===== src/rtl/l2_stream_driver.sv =====
// Producer side of the part2 L2-norm accumulator. Replays a small sample buffer
// onto a/valid_in with a programmable gap, and captures the returned f/valid_out.
module l2_stream_driver #(
    parameter int DEPTH        = 16,
    parameter int DRAIN_CYCLES = 4
) (
    input  logic                     clk,
    input  logic                     reset,
    input  logic                     wr_en,
    input  logic [$clog2(DEPTH)-1:0] wr_addr,
    input  logic [7:0]               wr_data,
    input  logic [$clog2(DEPTH):0]   len,
    input  logic [1:0]               gap,
    input  logic                     start,
    output logic [7:0]               a,
    output logic                     valid_in,
    input  logic [19:0]              f,
    input  logic                     valid_out,
    input  logic                     overflow,
    output logic                     busy,
    output logic                     done,
    output logic [19:0]              result,
    output logic [7:0]               result_count,
    output logic                     overflow_seen
);
    localparam int AW = $clog2(DEPTH);
    localparam int DW = $clog2(DRAIN_CYCLES + 1);
    localparam logic [AW:0]   DEPTH_L    = (AW + 1)'(DEPTH);
    localparam logic [DW-1:0] DRAIN_LAST = DW'(DRAIN_CYCLES - 1);

    typedef enum logic [1:0] {IDLE, SEND, GAP, DRAIN} state_t;

    state_t        state;
    logic [7:0]    mem [DEPTH];
    logic [AW:0]   idx;
    logic [AW:0]   len_q;
    logic [1:0]    gap_q;
    logic [1:0]    gap_cnt;
    logic [DW-1:0] drain_cnt;
    logic [AW:0]   len_clamped;
    logic          start_ok;

    assign start_ok    = (state == IDLE) && start;
    assign len_clamped = (len > DEPTH_L) ? DEPTH_L : len;

    // Sample buffer keeps its contents across reset.
    always_ff @(posedge clk) begin
        if (wr_en && !busy)
            mem[wr_addr] <= wr_data;
    end

    // idx always points at the next sample to drive; state describes the current cycle.
    always_ff @(posedge clk or posedge reset) begin
        if (reset) begin
            state     <= IDLE;
            idx       <= '0;
            len_q     <= '0;
            gap_q     <= '0;
            gap_cnt   <= '0;
            drain_cnt <= '0;
            a         <= '0;
            valid_in  <= 1'b0;
            busy      <= 1'b0;
            done      <= 1'b0;
        end else begin
            done <= 1'b0;
            case (state)
                IDLE: begin
                    if (start) begin
                        len_q <= len_clamped;
                        gap_q <= gap;
                        busy  <= 1'b1;
                        if (len_clamped != '0) begin
                            state    <= SEND;
                            a        <= mem[0];
                            valid_in <= 1'b1;
                            idx      <= (AW + 1)'(1);
                        end else begin
                            state     <= DRAIN;
                            drain_cnt <= DRAIN_LAST;
                        end
                    end
                end
                SEND: begin
                    if (idx == len_q) begin
                        state     <= DRAIN;
                        drain_cnt <= DRAIN_LAST;
                        a         <= '0;
                        valid_in  <= 1'b0;
                    end else if (gap_q != 2'd0) begin
                        state    <= GAP;
                        gap_cnt  <= gap_q - 2'd1;
                        a        <= '0;
                        valid_in <= 1'b0;
                    end else begin
                        a   <= mem[idx[AW-1:0]];
                        idx <= idx + (AW + 1)'(1);
                    end
                end
                GAP: begin
                    if (gap_cnt == 2'd0) begin
                        state    <= SEND;
                        a        <= mem[idx[AW-1:0]];
                        valid_in <= 1'b1;
                        idx      <= idx + (AW + 1)'(1);
                    end else begin
                        gap_cnt <= gap_cnt - 2'd1;
                    end
                end
                DRAIN: begin
                    if (drain_cnt == '0) begin
                        state <= IDLE;
                        busy  <= 1'b0;
                        done  <= 1'b1;
                    end else begin
                        drain_cnt <= drain_cnt - DW'(1);
                    end
                end
                default: state <= IDLE;
            endcase
        end
    end

    // A start clears the capture registers, but a same-cycle valid_out/overflow still lands.
    always_ff @(posedge clk or posedge reset) begin
        if (reset) begin
            result        <= '0;
            result_count  <= '0;
            overflow_seen <= 1'b0;
        end else begin
            if (valid_out) begin
                result <= f;
                if (start_ok)
                    result_count <= 8'd1;
                else if (result_count != 8'hFF)
                    result_count <= result_count + 8'd1;
            end else if (start_ok) begin
                result       <= '0;
                result_count <= '0;
            end
            overflow_seen <= overflow | (overflow_seen & ~start_ok);
        end
    end

endmodule


===== config.mk =====
export PLATFORM = sky130hd
export DESIGN_NAME = l2_stream_driver
export DESIGN_NICKNAME = d
export VERILOG_FILES = /design/src/rtl/l2_stream_driver.sv
export SDC_FILE = /design/constraint.sdc
export NUM_CORES = 1
export LEC_CHECK = 0
export ABC_CLOCK_PERIOD_IN_PS = 2150
export CORE_MARGIN = 8
export CORE_UTILIZATION = 51
export DETAILED_ROUTE_END_ITERATION = 12
export PLACE_DENSITY = 0.79
export SETUP_SLACK_MARGIN = 0.2
export SYNTH_ARGS = -nofsm -noshare
export SYNTH_HDL_FRONTEND = slang
export SYNTH_SLANG_ARGS = --single-unit

===== constraint.sdc =====
create_clock -name clk -period 2.15 [get_ports clk]
set_input_delay 0.5375 -clock clk [delete_from_list [all_inputs] [get_ports clk]]
set_output_delay 0.5375 -clock clk [all_outputs]
set_load 0.005 [all_outputs]

==> impl_metrics.tcl, run 1 <==
set metrics [dict create \
    synthTopCellsByCount "128 x edfxtp_1, 91 x nand2_1, 59 x dfrtp_1" \
    r2r_cells 7 \
    die_y_microns 141 \
    synth_cells 549 \
    drive_above_1_share_pct 20.4 \
    synth-compound-area-share_pct 7.40 \
    yosys.area_share.xor_xnor_pct 0.663 \
    start_util_pct 52.2 \
    synth-simple-area-share_pct 9.23 \
    synth.yosys.seq_area_share_pct 67.1 \
    final.setup.worst_slack_ns 0.174 \
    maxCapViolations 0 \
    clock.fmax_mhz 506 \
    hold-path-endpoint "overflow_seen" \
    power_density_nw_per_um2 834 \
    core-area_sq_um 15200 \
    ant_nets 0 \
    gp_congestion 0.818 \
    p_sw_share_pct 23.8 \
    clk_pin_slew_ns 0.07 \
    grt_pass1_wl_mm 28.3 \
    setup_tns_ns 0 \
    clkLatencyLatePin_ns 0.43 \
    n_antenna_cell 0 \
    drt-initial-drc-count 457 \
    finalCritPeriodShare_pct 91.9 \
    io_pins 85 \
    period_minus_slack_ns 1.98 \
    slew_headroom_pct 54.3 \
    vias_per_cell 5.84 \
    grt_start_max_net_pins 42 \
    ir_drop_mv 0.646 \
    synth_edf_count 128 \
    drc 0 \
    dieArea_sq_um 19800 \
    rsz0062_at_grt "yes" \
    p_leak_nw 3.71 \
    die_w_microns 141 \
    critPathLaunchType "register" \
    tightest_slew_ns 0.683 \
    skew_ns 0.00686 \
    cts_tree "built" \
    h-tree-depth 4 \
    setup_violations 0 \
    crit_chain "inv_4 > ha_2 > o21a_1 > or2_1 > a211o_4 > a221o_1 > a32o_1" \
    first_pass_iters 5 \
    worst-path-max-fanout 6 \
    cp_slowest_cell "dfrtp_2" \
    reg2reg_to "idx[4]" \
    required_ns 2.47 \
    wl_per_cell_microns 20.5 \
    vias 5112 \
    r2r_slack_ns 0.17 \
    pwr-share-seq_pct 48.5 \
    yosysTopAreaCellShare_pct 48.5 \
    synthFlopType "edfxtp_1" \
    antenna_found_initial 0 \
    power.switching_w 0.00198 \
    muxShareOfSynthArea_pct 12.0 \
    status "finished, final reports clean" \
    synth_seq_cells 187 \
    synth_area_sq_um 7930 \
    grt_pass1_vias 5265 \
    hold_depth 1 \
    worstPathArrival_ns 2.29 \
    end_kind "register" \
    cts_max_path_buffers 2 \
    netlist_top_cells_area "edfxtp_1 48%, dfrtp_1 19%, mux4_2 9.1%" \
    nets 728 \
    cts-hold-fix-buffers 0 \
    row_count 45 \
    synth_fp_nets 603 \
    cts_root_buffer "clkbuf_16" \
    numCtsBuffers 17 \
    dpl_worst_slack_ns -0.308 \
    synth_fa_ha_area_share_pct 1.42 \
    cts.sinks 187 \
    area_growth_pct 26.3 \
    clock_power_share_pct 38.7 \
    track_usage_pct 18.5 \
    ys_types 55 \
    worst-setup-path-type "register to register" \
    syn_avg_cell_area_sq_um 14.4 \
    wirelength_mm 17.9 \
    synth_top_family_by_area "multiplexers" \
    async_flop_share_pct 31.6 \
    cp_slowest_stage_delay_ns 0.42 \
    io_buffer_count 84 \
    comb_power_share_pct 12.8 \
    hold_path_class "register to register" \
    slew_violations 0 \
    cp_top_family "compound AO/OA/AOI/OAI gates" \
    dp.final_hpwl_mm 12.0 \
    synthMostInstantiatedCell "edfxtp_1" \
    path_buf_inv 1 \
    hold_viol 0 \
    yosys.area.top_type "edfxtp_1" \
    p_int_w 0.00637 \
    gr-total-overflow 0 \
    ys_warn_count 0 \
    reg2reg_from "state[0]" \
    holdCritStartpoint "overflow_seen" \
]
-- layer usage --
layer / share of wire [%] / global-route usage, % / up-vias
met4: 2.5 / 7.58 / 0
met2: 50 / 31.1 / 215
met1: 41 / 22.7 / 2550
met3: 7.4 / 4.29 / 29
li1: - / - / 2318
met5: 0 / 0 / -
-- flip-flops by register name, indices dropped and copies added, names as in the netlist --
register and cells:
overflow_seen 1, valid_in 1, result_count 8, drain_cnt 3, idx 5, a 8, busy 1, len_q 5
result 20, gap_q 2, state 2, mem 128, gap_cnt 2, done 1
-- worst register-to-register path: stages, from the launching register on --
cell and delay [ns]:
dfrtp_2 0.42, inv_4 0.06, ha_2 0.19, o21a_1 0.12, or2_1 0.28, a211o_4 0.32, a221o_1 0.27, a32o_1 0.20
-- per-stage QoR --
step	cells	power, W	cell area [sq um]	hold slack (ns)	util (%)
finish	875	0.00835	10000	0.483	65.9
global route	875	0.00865	10000	0.520	65.9
CTS	871	0.00838	9940	0.488	65.4
detailed placement	836	0.00513	9270	0.473	61.0
global placement	836	0.00507	9270	0.460	61.0
floorplan	549	0.00465	7960	0.460	-
-- power groups by stage --
stage / registers (W) / logic [W] / clock network (W)
2_1_floorplan: 0.00411 / 0.000534 / 0
3_3_place_gp: 0.00412 / 0.000954 / 0
3_5_place_dp: 0.00413 / 0.000999 / 0
4_1_cts: 0.00405 / 0.00104 / 0.00329
5_1_grt: 0.00406 / 0.00116 / 0.00343
6_report: 0.00405 / 0.00107 / 0.00323
-- placed cells by master (no fill, tap or decap), types with 3 or more instances in the layout --
cell type / synthesis / routed
o21ai_0: 36 / 35
nor3_1: 7 / 6
a211oi_1: 4 / 3
nor2b_1: 3 / 3
and2_1: 4 / 4
xnor2_1: 5 / 5
and3_1: 4 / 4
mux2i_1: 13 / 13
a21oi_1: 17 / 15
mux4_2: 32 / 32
dlygate4sd2_1: 0 / 3
clkinv_4: 0 / 4
nand2_1: 91 / 91
dfrtp_1: 59 / 56
o221ai_1: 9 / 8
buf_12: 0 / 5
edfxtp_1: 128 / 128
nand4_1: 4 / 4
nand3_1: 5 / 5
inv_6: 0 / 3
clkbuf_16: 0 / 17
bufinv_16: 0 / 3
mux2_2: 9 / 9
dfrtp_2: 0 / 3
o21a_1: 3 / 3
a31oi_1: 3 / 3
ha_1: 9 / 7
nand2b_1: 6 / 6
clkinv_1: 1 / 3
clkdlybuf4s50_1: 0 / 80
inv_1: 11 / 8
buf_4: 1 / 42
nor2_1: 27 / 27
o211ai_1: 3 / 3
-- repair_timing --
action | 4_1_cts | 5_1_grt
cloned | 1 | 0
buffers inserted | 2 | 4
pin swaps | 5 | 1
endpoints found under the setup margin | 17 | 18
gates resized for setup | 8 | 10
-- worst max path at each step --
stage,from,endpoint,slack (ns),cells past startpoint
final,state[0],idx[4],0.17,7
after global routing,state[1],a[2],0.08,8
after CTS,idx[0],a[5],0.18,5
after detailed placement,len[1],drain_cnt[2],-0.31,6
after global placement,len[2],drain_cnt[2],-0.29,6
after floorplan,state[0],a[1],0.19,10
-- cells by family (layout without fill, tap and decap cells) --
family,count (synthesis),count (layout)
DFF,187,187
xor gates and xnor gates,6,6
and+or+nand+nor,163,163
adders and majority gates,9,9
AOI/OAI and AO/OA,91,91
buffers and inverters,39,177
muxes,54,54
-- layout make-up --
type	count	area, sq um
Clock buffer	17	425
Inverter	12	51.3
Tap cell	188	235
Multi-Input combinational cell	323	2490
Fill cell	1006	5190
Sequential cell	187	5320
Clock inverter	15	186
Timing Repair Buffer	133	1300
Power figures use the tool's default switching activity.
==> inputs of run 2 (changes only) <==
--- a/config.mk
+++ b/config.mk
@@ -7,9 +7,10 @@
 export LEC_CHECK = 0
 export ABC_CLOCK_PERIOD_IN_PS = 2150
 export CORE_MARGIN = 8
-export CORE_UTILIZATION = 51
+export CORE_UTILIZATION = 53
+export CTS_BUF_LIST = sky130_fd_sc_hd__clkbuf_8
 export DETAILED_ROUTE_END_ITERATION = 12
-export PLACE_DENSITY = 0.79
+export PLACE_DENSITY = 0.81
 export SETUP_SLACK_MARGIN = 0.2
 export SYNTH_ARGS = -nofsm -noshare
 export SYNTH_HDL_FRONTEND = slang
==> run 2 against run 1 <==
Effect of this change:
- utilization increased by 2.6 points
- worst hold slack got worse by 0.033 ns
- die area decreased by 3.3%
- final cell count increased by 0.69%
==> impl_metrics.tcl, run 2 (synthesis results as in run 1) <==
set metrics [dict create \
    status "finished, final reports clean" \
    p_leak_nw 3.78 \
    first_pass_iters 5 \
    fin_cells 881 \
    wl_per_cell_microns 20.9 \
    cts_root_buffer "clkbuf_8" \
    cp_top_family "multiplexers" \
    clock.fmax_mhz 496 \
    slew_violations 0 \
    area_growth_pct 26.1 \
    h-tree-depth 4 \
    dpl.cell_count 829 \
    worstPathArrival_ns 2.35 \
    final_core_util_pct 68.5 \
    cp_slowest_cell "dfrtp_2" \
    io_pins 85 \
    gr-total-overflow 0 \
    slew_headroom_pct 53.9 \
    drc 0 \
    skew_ns 0.0125 \
    period_minus_slack_ns 2.01 \
    cts.sinks 187 \
    wirelength_mm 18.4 \
    die_y_microns 138 \
    largest_reg_flops 128 \
    grt_pass1_vias 5311 \
    core-area_sq_um 14600 \
    postLayoutCellArea_sq_um 10000 \
    tightest_slew_ns 0.689 \
    dieArea_sq_um 19100 \
    cts-hold-fix-buffers 0 \
    layout_common_cells "128 x edfxtp_1, 91 x nand2_1, 73 x clkdlybuf4s50_1" \
    power_density_nw_per_um2 743 \
    vias 5202 \
    finalCritPeriodShare_pct 93.7 \
    largest_registers "mem: 128 flops, result: 20 flops" \
    clk_pin_slew_ns 0.10 \
    dp.final_hpwl_mm 12.2 \
    drive_above_1_share_pct 23.5 \
    die_w_microns 138 \
    cts_tree "built" \
    worst-setup-path-type "register to register" \
    crit_chain "clkbuf_16 > mux4_2 > mux2_4 > a21oi_2 > o221ai_2" \
    io_buffer_count 84 \
    nets 739 \
    path_buf_inv 1 \
    worst-path-max-fanout 7 \
    place_area_sq_um 9240 \
    end_kind "register" \
    critPathLaunchType "register" \
    ir_drop_mv 0.559 \
    maxCapViolations 0 \
    vias_per_cell 5.90 \
    clkLatencyLatePin_ns 0.47 \
    required_ns 2.49 \
    track_usage_pct 19.0 \
    n_antenna_cell 0 \
    rsz0062_at_grt "yes" \
    hold_viol 0 \
    top_register "mem" \
    gp_congestion 0.826 \
    final_common_cell "edfxtp_1" \
    setup_violations 0 \
    cts_max_path_buffers 2 \
    ant_nets 0 \
    start_util_pct 54.4 \
    hold_path_class "primary input to async pin" \
    antenna_found_initial 0 \
    numCtsBuffers 17 \
    cp_slowest_stage_delay_ns 0.56 \
    grt_start_max_net_pins 44 \
    row_count 44 \
    grt_pass1_wl_mm 28.5 \
    drt-initial-drc-count 388 \
]
run 2: cell count changes in the layout (fill, tap and decap cells not counted), moves of 3 or more:
cell | before | now
dlymetal6s2s_1 | 1 | 8
o221ai_2 | 1 | 7
clkinv_4 | 4 | 1
a21oi_1 | 15 | 7
a21oi_2 | 2 | 10
buf_4 | 42 | 51
mux2_2 | 9 | 4
clkbuf_16 | 17 | 2
clkbuf_8 | 0 | 17
clkdlybuf4s50_1 | 80 | 73
o221ai_1 | 8 | 2
mux2_4 | 0 | 5
run 2: worst paths after layout:
| check | from | endpoint | slack, ns | depth (start not counted) |
|---|---|---|---|---|
| hold reg to reg | overflow_seen | overflow_seen | 0.50 | 1 |
| setup reg to reg | idx[0] | a[1] | 0.14 | 5 |
| setup / recovery | idx[0] | a[1] | 0.14 | 5 |
| max in group asynchronous | reset | drain_cnt[0] | 1.23 | 3 |
| min in group clk | len[1] | len_q[1] | 0.48 | 3 |
| hold / removal | reset | len_q[1] | 0.45 | 2 |
run 2: worst register-to-register path, cell delays in order, from the launching register on:
cell	delay, ns
dfrtp_2	0.56
clkbuf_16	0.23
mux4_2	0.55
mux2_4	0.31
a21oi_2	0.14
o221ai_2	0.10
run 2: through the flow:
stage               setup slack [ns]  total power, W  hold WS, ns  setup TNS, ns
floorplan                      0.195         0.00465        0.460              0
global placement              -0.278         0.00507        0.459          -3.18
detailed placement            -0.331         0.00512        0.478          -4.16
CTS                            0.172         0.00731        0.433              0
global route                  0.0700         0.00770        0.458              0
finish                         0.136         0.00742        0.450              0
run 2: where the power goes:
part / switching, W / total (W) / internal, W / leakage, nW
sequential: 0.0000771 / 0.00404 / 0.00397 / 1.90
combinational: 0.000570 / 0.00118 / 0.000609 / 1.69
clock: 0.00120 / 0.00220 / 0.00101 / 0.185
run 2: cell type report:
class	count	area, sq um
Multi-Input combinational cell	323	2610
Timing Repair Buffer	144	1420
Sequential cell	187	5320
Fill cell	924	4590
Clock buffer	17	234
Tap cell	184	230
Clock inverter	14	129
Inverter	12	48.8
run 2: timing repair:
action,in CTS,in global routing
cloned,0,3
pin swaps,5,17
resized for setup,6,47
setup buffers,7,11
hold endpoints to repair,0,0
endpoints found under the setup margin,21,27
run 2: per-layer routing:
layer / vias up / track usage, % / part of all wire (%)
met2: 226 / 31.2 / 49
met4: 0 / 8.35 / 3.7
met5: - / 0 / 0
met3: 40 / 5.00 / 6.7
li1: 2330 / - / -
met1: 2606 / 23.1 / 40
